===== src/rtl/slice_loopback_pkg.sv =====
// Shared FSM encoding and slice-count helpers for the split/rejoin loopback.
// Also used by the bench so both sides derive NSLICE identically.
package slice_loopback_pkg;

    typedef enum logic [1:0] {
        ST_IDLE  = 2'd0,
        ST_SPLIT = 2'd1,
        ST_CHECK = 2'd2
    } state_e;

    function automatic int nslice(input int width, input int slice);
        return width / slice;
    endfunction

    function automatic bit params_ok(input int width, input int slice);
        return ((width % slice) == 0) && ((width / slice) >= 2);
    endfunction

endpackage


===== src/rtl/slice_joiner.sv =====
// Reassembly register: writes one SLICE-wide chunk per cycle at the given slice position.
// Latency: written chunk visible on word_o the cycle after wr_en_i; no backpressure.
module slice_joiner
    import slice_loopback_pkg::*;
#(
    parameter int WIDTH = 8,
    parameter int SLICE = 4
) (
    input  logic                                    clk,
    input  logic                                    clr_i,
    input  logic                                    wr_en_i,
    input  logic [$clog2(nslice(WIDTH, SLICE))-1:0] pos_i,
    input  logic [SLICE-1:0]                        slice_i,
    output logic [WIDTH-1:0]                        word_o
);

    logic [WIDTH-1:0] word_q;

    always_ff @(posedge clk) begin
        if (clr_i) begin
            word_q <= '0;
        end else if (wr_en_i) begin
            word_q[int'(pos_i)*SLICE +: SLICE] <= slice_i;
        end
    end

    assign word_o = word_q;

endmodule


===== src/rtl/slice_loopback.sv =====
// Splits an accepted word into NSLICE slices, rejoins them and compares against the original.
// Latency: slices T+1..T+NSLICE, result T+NSLICE+1; in_ready only in IDLE, outputs never stall.
module slice_loopback
    import slice_loopback_pkg::*;
#(
    parameter int WIDTH     = 8,
    parameter int SLICE     = 4,
    parameter int MSB_FIRST = 0,
    parameter int ERR_W     = 16
) (
    input  logic             clk,
    input  logic             rst,
    input  logic             in_valid,
    output logic             in_ready,
    input  logic [WIDTH-1:0] in_data,
    input  logic             inject,
    output logic             slice_valid,
    output logic [SLICE-1:0] slice_data,
    output logic             out_valid,
    output logic [WIDTH-1:0] out_data,
    output logic             out_equal,
    output logic [ERR_W-1:0] err_count
);

    localparam int NSLICE = nslice(WIDTH, SLICE);
    localparam int IDX_W  = $clog2(NSLICE);
    localparam logic [IDX_W-1:0] LAST_IDX = IDX_W'(NSLICE - 1);

    if (!params_ok(WIDTH, SLICE)) begin : g_bad_params
        $error("slice_loopback: WIDTH must be a multiple of SLICE with at least two slices");
    end

    state_e           state_q, state_d;
    logic [IDX_W-1:0] idx_q, idx_d;
    logic [WIDTH-1:0] hold_q, hold_d;
    logic [WIDTH-1:0] out_data_q;
    logic             out_equal_q;
    logic [ERR_W-1:0] err_q;

    logic             accept;
    logic [IDX_W-1:0] pos;
    logic [SLICE-1:0] slice_cur;
    logic [SLICE-1:0] slice_join;
    logic [WIDTH-1:0] asm_word;
    logic             words_eq;
    logic             in_check;

    always_comb begin
        state_d = state_q;
        idx_d   = idx_q;
        hold_d  = hold_q;
        case (state_q)
            ST_IDLE: begin
                if (in_valid) begin
                    hold_d  = in_data;
                    idx_d   = '0;
                    state_d = ST_SPLIT;
                end
            end
            ST_SPLIT: begin
                idx_d = idx_q + 1'b1;
                if (idx_q == LAST_IDX) begin
                    idx_d   = '0;
                    state_d = ST_CHECK;
                end
            end
            ST_CHECK: state_d = ST_IDLE;
            default:  state_d = ST_IDLE;
        endcase
    end

    always_ff @(posedge clk) begin
        if (rst) begin
            state_q     <= ST_IDLE;
            idx_q       <= '0;
            hold_q      <= '0;
            out_data_q  <= '0;
            out_equal_q <= 1'b0;
            err_q       <= '0;
        end else begin
            state_q <= state_d;
            idx_q   <= idx_d;
            hold_q  <= hold_d;
            if (in_check) begin
                out_data_q  <= asm_word;
                out_equal_q <= words_eq;
                if (!words_eq && (err_q != {ERR_W{1'b1}})) begin
                    err_q <= err_q + 1'b1;
                end
            end
        end
    end

    // Slice order only changes which position is read; the joiner writes back to that same position.
    assign pos       = (MSB_FIRST != 0) ? (LAST_IDX - idx_q) : idx_q;
    assign slice_cur = hold_q[int'(pos)*SLICE +: SLICE];

    always_comb begin
        slice_join    = slice_cur;
        slice_join[0] = slice_cur[0] ^ inject;
    end

    assign accept = (state_q == ST_IDLE) && in_valid && !rst;

    slice_joiner #(
        .WIDTH (WIDTH),
        .SLICE (SLICE)
    ) u_joiner (
        .clk     (clk),
        .clr_i   (rst || accept),
        .wr_en_i (slice_valid),
        .pos_i   (pos),
        .slice_i (slice_join),
        .word_o  (asm_word)
    );

    // A reset landing in CHECK suppresses the result pulse for the aborted word.
    assign in_check    = (state_q == ST_CHECK) && !rst;
    assign words_eq    = (asm_word == hold_q);

    assign in_ready    = (state_q == ST_IDLE);
    assign slice_valid = (state_q == ST_SPLIT);
    assign slice_data  = slice_valid ? slice_cur : '0;
    assign out_valid   = in_check;
    assign out_data    = in_check ? asm_word : out_data_q;
    assign out_equal   = in_check ? words_eq : out_equal_q;
    assign err_count   = err_q;

endmodule

===== config.mk =====
export PLATFORM = sky130hd
export DESIGN_NAME = slice_loopback
export DESIGN_NICKNAME = d
export VERILOG_FILES = /design/src/rtl/slice_loopback_pkg.sv /design/src/rtl/slice_joiner.sv /design/src/rtl/slice_loopback.sv
export SDC_FILE = /design/constraint.sdc
export NUM_CORES = 1
export LEC_CHECK = 0
export ABC_AREA = 1
export BUFFER_PORTS_ARGS = -buffer_cell sky130_fd_sc_hd__buf_2
export CAP_MARGIN = 20
export CORE_ASPECT_RATIO = 2
export CORE_UTILIZATION = 50
export DETAILED_ROUTE_END_ITERATION = 12
export PLACE_DENSITY = 0.75
export SLEW_MARGIN = 20
export SYNTH_ARGS = -nofsm -noshare
export SYNTH_HDL_FRONTEND = slang
export SYNTH_HIERARCHICAL = 1
export SYNTH_SLANG_ARGS = --single-unit

===== constraint.sdc =====
create_clock -name clk -period 1.44 [get_ports clk]
set_input_delay 0.144 -clock clk [delete_from_list [all_inputs] [get_ports clk]]
set_output_delay 0.144 -clock clk [all_outputs]
set_load 0.05 [all_outputs]

==> results of run 1 <==
[tightest hold or removal path, delay by kind of cell]
family | cells | cell delay (ns)
compound gates | 1 | 0.06
buf+inv | 2 | 0.13
[what timing repair did]
item | 4_1_cts | 5_1_grt
gates resized for setup | 75 | 55
endpoints found under the setup margin | 23 | 33
endpoints found under the hold margin | 0 | 0
buffers inserted | 11 | 8
pin swaps | 9 | 10
cloned | 2 | 5
[routing by layer]
metal	vias to the layer above	global-route usage, %	wire [um]
met5	-	0	0
met1	1297	25.0	2710
li1	1320	-	-
met4	0	13.1	384
met2	80	55.3	4690
met3	29	3.72	231
[power breakdown]
| group | total, W | internal (W) | switching (W) |
|---|---|---|---|
| clock network | 0.000789 | 0.000339 | 0.000450 |
| registers | 0.00130 | 0.00126 | 0.0000377 |
| logic | 0.000938 | 0.000405 | 0.000533 |
| total | 0.00302 | 0.00200 | 0.00102 |
[cell usage in the layout (no fill, tap or decap), types with 2 or more instances in the layout]
| cell type | synthesis | layout |
|---|---|---|
| inv_8 | 1 | 4 |
| nand3_4 | 2 | 7 |
| clkbuf_1 | 2 | 2 |
| clkinv_1 | 3 | 3 |
| a21oi_1 | 17 | 5 |
| dfxtp_1 | 44 | 15 |
| inv_2 | 8 | 21 |
| buf_2 | 3 | 27 |
| a211oi_1 | 7 | 7 |
| dfxtp_4 | 0 | 3 |
| xnor2_1 | 5 | 4 |
| dfxtp_2 | 0 | 26 |
| nand2_4 | 2 | 5 |
| o21ai_0 | 5 | 4 |
| nor3_4 | 0 | 2 |
| nand4_1 | 11 | 11 |
| o22ai_1 | 4 | 4 |
| nand2_2 | 2 | 8 |
| nor3_1 | 4 | 2 |
| inv_4 | 1 | 4 |
| buf_4 | 0 | 33 |
| inv_1 | 59 | 42 |
| buf_6 | 6 | 21 |
| clkbuf_16 | 0 | 2 |
| nor2_1 | 36 | 28 |
| or2_4 | 0 | 8 |
| nand3_1 | 24 | 15 |
| xor2_1 | 2 | 2 |
| buf_12 | 0 | 3 |
| a21oi_4 | 0 | 11 |
| buf_8 | 1 | 4 |
| nand2_1 | 82 | 74 |
| clkbuf_8 | 0 | 5 |
| nor2_2 | 15 | 17 |
| nor2_4 | 1 | 7 |
| nand3_2 | 6 | 10 |
[registers in the layout, indices dropped and copies added (netlist names)]
| signal | flops |
|---|---|
| hold_q | 8 |
| out_equal_q | 1 |
| state_q | 2 |
| u_joiner/word_o | 8 |
| err_count | 16 |
| idx_q | 1 |
| out_data_q | 8 |
[through the flow]
step                      hold slack [ns]  setup WS [ns]
after floorplan                     0.293         -0.117
final                              0.0740         -0.218
after global routing               0.0887         -0.275
after CTS                          0.0784         -0.200
after global placement              0.400         0.0205
after detailed placement            0.406        -0.0158
[how the worst min path moves through the flow]
stage / start / to / slack (ns) / cells after the start
floorplan: in_data[2] / hold_q[2]$_SDFFE_PP0P_ / 0.29 / 2
global placement: in_data[2] / hold_q[2]$_SDFFE_PP0P_ / 0.40 / 3
detailed placement: in_data[6] / hold_q[6]$_SDFFE_PP0P_ / 0.41 / 3
CTS: in_data[6] / hold_q[6]$_SDFFE_PP0P_ / 0.08 / 3
global route: in_data[2] / hold_q[2]$_SDFFE_PP0P_ / 0.09 / 3
finish: in_data[2] / hold_q[2]$_SDFFE_PP0P_ / 0.07 / 3
[logic make-up (layout without fill, tap and decap cells)]
family                     Yosys count  in the layout  share of synthesized area, %
AOI/OAI and AO/OA                   36             36                          8.38
xor gates and xnor gates             7              7                          2.45
adders and majority gates            1              1                         0.499
buffers and inverters               84            173                          15.4
DFF                                 44             44                          35.1
and+or+nand+nor                    194            196                          38.2
[area by class of cell]
class                           instances  area share (%)
Tap cell                               57            1.86
Clock buffer                            7            1.99
Inverter                               72            7.93
Timing Repair Buffer                   91            20.8
Timing Repair inverter                  2           0.457
Sequential cell                        44            24.1
Clock inverter                          1          0.0979
Multi-Input combinational cell        240            42.8
==> flow_metrics.env, run 1 <==
export IMPL_regToRegSetupSlack_ns=-0.18
export IMPL_worst_slew_pin_slew_ns=0.447
export IMPL_start_kind="register"
export IMPL_synthCells=366
export IMPL_ys_top_cells_by_area="dfxtp_1 (35%), nand2_1 (12%), inv_1 (8.8%)"
export IMPL_arrival_ns=1.51
export IMPL_outcome="finished, violations left"
export IMPL_io_pins=44
export IMPL_grt_use_total_pct=27.5
export IMPL_gp_congestion=0.825
export IMPL_io_buffers=43
export IMPL_max_freq_ghz=0.603
export IMPL_synth_most_common_cell="nand2_1"
export IMPL_crit_path_end="slice_data[3]"
export IMPL_fill_cells=332
export IMPL_synthFlopType="dfxtp_1"
export IMPL_syn_area_um2=2510
export IMPL_min_period_ns=1.66
export IMPL_cts_buffers=5
export IMPL_slew_viol_final=0
export IMPL_hold_path_class="primary input to register"
export IMPL_reg2reg_depth=11
export IMPL_final_cell_area_um2=3830
export IMPL_path_common_cell="buf_6"
export IMPL_drc=0
export IMPL_wire_per_inst_um=15.6
export IMPL_drt_iter0_drc=81
export IMPL_path_max_fanout=5
export IMPL_dp_hpwl_um=4850
export IMPL_cp_startpoint="state_q[1]$_SDFFE_PP0P_"
export IMPL_avgViaCountPerCell=5.30
export IMPL_fin_total_pwr_w=0.00302
export IMPL_worstSetupPathType="register to output pin"
export IMPL_fin_nets=469
export IMPL_worst_slack_ns=-0.218
export IMPL_clk_pin_slew_ns=0.08
export IMPL_avgSynthCellArea_um2=6.85
export IMPL_fp_dieW_um=52.1
export IMPL_core_um2=4860
export IMPL_worst_setup_path_end_kind="output pin"
export IMPL_finalHoldViolations=0
export IMPL_grt_max_degree=23
export IMPL_synth_net_count=379
export IMPL_critical_path_required_ns=1.30
export IMPL_grt_pass1_wl_um=10900
export IMPL_cts_hold_buf=0
export IMPL_htree_levels=2
export IMPL_finalCritPeriodShare_pct=115
export IMPL_yosysTopAreaCell="dfxtp_1"
export IMPL_maxSlewHeadroom_pct=70.1
export IMPL_seq_area_frac_synth_pct=35.1
export IMPL_ant_nets=0
export IMPL_fp_dieArea_um2=5320
export IMPL_start_util_pct=51.5
export IMPL_rsz0062_at_grt="true"
export IMPL_synth_common_cells="nand2_1 (82), inv_1 (59), dfxtp_1 (44), nor2_1 (36), nand3_1 (24)"
export IMPL_root_buffer="clkbuf_8"
export IMPL_final_util_pct=78.8
export IMPL_violations="negative setup slack"
export IMPL_r2r_end="err_count[13]$_SDFFE_PP0P_"
export IMPL_clock_path_buffers=2
export IMPL_fin_tns_setup_ns=-3.25
export IMPL_synth_distinct_cells=32
export IMPL_die_h_um=102
export IMPL_crit_family="buffers and inverters"
export IMPL_antennaDiodeCount=0
export IMPL_cts_tree="built"
export IMPL_cp_cell_sequence="buf_6 -> nor2_4 -> clkinvlp_4 -> a21oi_4 -> buf_6"
export IMPL_path_buf_inv=3
export IMPL_drv_cap=0
export IMPL_stdcell_count=514
export IMPL_crit_cells=5
export IMPL_ys_warn_count=6
export IMPL_wl_um=8020
export IMPL_drive_above_1_share_pct=52.1
export IMPL_netlist_area_leader_share_pct=35.1
export IMPL_multiInputGateArea_um2=1640
export IMPL_cpPeakStageDelay_ns=0.35
export IMPL_vias=2726
export IMPL_regArea_um2=925
export IMPL_async_reset_ff_share_pct=0
export IMPL_first_pass_iters=6
export IMPL_area_growth_pct=52.9
export IMPL_power_density_nw_per_um2=789
export IMPL_grt_pass1_vias=2472
export IMPL_dp_cells=483
export IMPL_cts_sinks=44
export IMPL_ir_drop_v=0.000799
export IMPL_cpMaxStageDelayCell="dfxtp_2"
export IMPL_timing_rr_start="state_q[0]$_SDFFE_PP0P_"
export IMPL_antenna_found_initial=0
export IMPL_num_rows=36
export IMPL_power_leakage_nw=1.75
export IMPL_setup_viol=31
export IMPL_synth_edf_count=0
export IMPL_worst_skew_pair_late_latency_ns=0.31
export IMPL_grt_overflow=0
export IMPL_dpl_cell_area_um2=3170
export IMPL_clock_skew_ns=0.00999
export IMPL_yosys_register_bits=44
Power figures use the tool's default switching activity.
==> inputs of run 2 (changes only) <==
--- a/config.mk
+++ b/config.mk
@@ -8,10 +8,12 @@
 export ABC_AREA = 1
 export BUFFER_PORTS_ARGS = -buffer_cell sky130_fd_sc_hd__buf_2
 export CAP_MARGIN = 20
+export CELL_PAD_IN_SITES_DETAIL_PLACEMENT = 1
+export CELL_PAD_IN_SITES_GLOBAL_PLACEMENT = 2
 export CORE_ASPECT_RATIO = 2
-export CORE_UTILIZATION = 50
+export CORE_UTILIZATION = 27
 export DETAILED_ROUTE_END_ITERATION = 12
-export PLACE_DENSITY = 0.75
+export PLACE_DENSITY_LB_ADDON = 0.1
 export SLEW_MARGIN = 20
 export SYNTH_ARGS = -nofsm -noshare
 export SYNTH_HDL_FRONTEND = slang
==> flow_metrics.env, run 2 (synthesis results as in run 1) <==
export IMPL_internal_power_w=0.00252
export IMPL_drt_iter0_drc=68
export IMPL_grt_pass1_vias=2917
export IMPL_worst_skew_pair_late_latency_ns=0.29
export IMPL_mostFrequentLayoutCell="nand2_1"
export IMPL_num_rows=49
export IMPL_first_pass_iters=4
export IMPL_timing_rr_start="state_q[0]$_SDFFE_PP0P_"
export IMPL_worst_setup_path_end_kind="output pin"
export IMPL_max_freq_ghz=0.627
export IMPL_drv_cap=0
export IMPL_arrival_ns=1.45
export IMPL_slew_viol_final=0
export IMPL_fin_total_pwr_w=0.00363
export IMPL_wl_um=8950
export IMPL_power_frac_seq_pct=35.8
export IMPL_ir_drop_v=0.000542
export IMPL_wire_per_inst_um=15.4
export IMPL_start_util_pct=27.8
export IMPL_rsz0062_at_grt="true"
export IMPL_final_cell_mix="nand2_1 (58), buf_4 (57), inv_1 (38)"
export IMPL_htree_levels=2
export IMPL_maxSlewHeadroom_pct=74.2
export IMPL_finalCritPeriodShare_pct=111
export IMPL_hold_path_class="primary input to register"
export IMPL_drive_above_1_share_pct=59.7
export IMPL_fp_dieArea_um2=9700
export IMPL_antennaDiodeCount=0
export IMPL_switching_share_pct=30.6
export IMPL_cts_tree="built"
export IMPL_cts_sinks=44
export IMPL_worst_slew_pin_slew_ns=0.385
export IMPL_gp_congestion=0.743
export IMPL_drc=0
export IMPL_finalHoldViolations=0
export IMPL_grt_max_degree=17
export IMPL_core_um2=9010
export IMPL_dpl_cell_area_um2=3390
export IMPL_power_leakage_nw=1.87
export IMPL_ant_nets=0
export IMPL_setup_viol=22
export IMPL_critical_path_required_ns=1.30
export IMPL_path_max_fanout=5
export IMPL_vias=2715
export IMPL_power_share_clock_pct=36.8
export IMPL_largest_reg_flops=16
export IMPL_min_from="in_data[1]"
export IMPL_grt_overflow=0
export IMPL_start_kind="register"
export IMPL_p_sw_w=0.00111
export IMPL_clock_skew_ns=0.0106
export IMPL_outcome="finished, violations left"
export IMPL_antenna_found_initial=0
export IMPL_clk_pin_slew_ns=0.07
export IMPL_worst_slack_ns=-0.154
export IMPL_grt_use_total_pct=19.0
export IMPL_clock_path_buffers=2
export IMPL_cp_startpoint="state_q[1]$_SDFFE_PP0P_"
export IMPL_root_buffer="clkbuf_16"
export IMPL_dp_hpwl_um=6470
export IMPL_avgViaCountPerCell=4.67
export IMPL_worstSetupPathType="register to output pin"
export IMPL_violations="negative setup slack"
export IMPL_fp_dieW_um=70.1
export IMPL_combPwrFrac_pct=27.4
export IMPL_fin_nets=491
export IMPL_area_growth_pct=67.2
export IMPL_io_pins=44
export IMPL_min_period_ns=1.59
export IMPL_grt_pass1_wl_um=14200
export IMPL_die_h_um=138
export IMPL_fill_cells=1105
export IMPL_power_density_nw_per_um2=866
export IMPL_final_cell_area_um2=4190
export IMPL_io_buffers=43
export IMPL_cts_buffers=5
run 2: cell types whose count changed in the layout (fill, tap and decap cells not counted), sizes merged:
cell,before,now
buf,88,113
bufinv,0,1
clkbuf,10,7
clkinv,3,4
inv,71,70
nand2,88,87
run 2: per-layer routing:
metal  track usage [%]  wire length [um]  vias to the layer above
li1                  -                 -                     1361
met1              16.1              2860                     1313
met2              40.7              5720                       30
met3              2.55               157                       11
met4              8.00               204                        0
met5                 0                 0                        -
run 2: per-stage QoR:
step           util, %  std cells  worst slack [ns]  TNS (ns)  hold slack (ns)
6_report          46.5        581            -0.154     -1.83           0.0987
5_1_grt           46.5        581            -0.215     -3.87            0.113
4_1_cts           43.0        570            -0.172     -1.92           0.0933
3_5_place_dp      37.6        551           -0.0567    -0.443            0.411
3_3_place_gp      37.6        551           -0.0266    -0.125            0.405
2_1_floorplan        -        366            -0.117    -0.426            0.293
run 2: timing repair:
item                       in CTS  in global routing
gates resized for setup        80                 72
setup buffers                   7                 11
pin swaps                      12                 27
hold buffers                    0                  0
setup endpoints to repair      24                 34
gates cloned                    5                  0
run 2: worst paths after layout:
path	endpoint	slack, ns	cells past startpoint
worst min-delay path	hold_q[1]$_SDFFE_PP0P_	0.1	3
worst min register to register	u_joiner/word_o[7]$_SDFFE_PP0P_	0.48	2
worst max register to register	err_count[14]$_SDFFE_PP0P_	-0.07	10
worst max-delay path	slice_data[2]	-0.15	5
run 2: critical path: stages, from the launching register on:
cell	delay (ns)
dfxtp_2	0.34
buf_6	0.12
nor2_4	0.12
clkinvlp_4	0.23
a21oi_4	0.19
buf_8	0.16
run 2: layout make-up:
type / instances / area (um2) / area share (%)
inverter: 72 / 298 / 7.10
sequential: 44 / 927 / 22.1
clock inverter: 2 / 35.0 / 0.836
tap: 102 / 128 / 3.04
multi-input combinational: 239 / 1680 / 40.1
clock buffer: 6 / 129 / 3.07
timing repair buffer: 114 / 971 / 23.2
timing repair inverter: 2 / 22.5 / 0.537
run 2: power groups by stage:
stage               Clock (W)  Combinational [W]  Sequential [W]
CTS                   0.00137           0.000940         0.00129
finish                0.00134           0.000993         0.00130
global placement            0           0.000721         0.00131
global route          0.00140            0.00107         0.00130
detailed placement          0           0.000729         0.00131
floorplan                   0           0.000471         0.00132
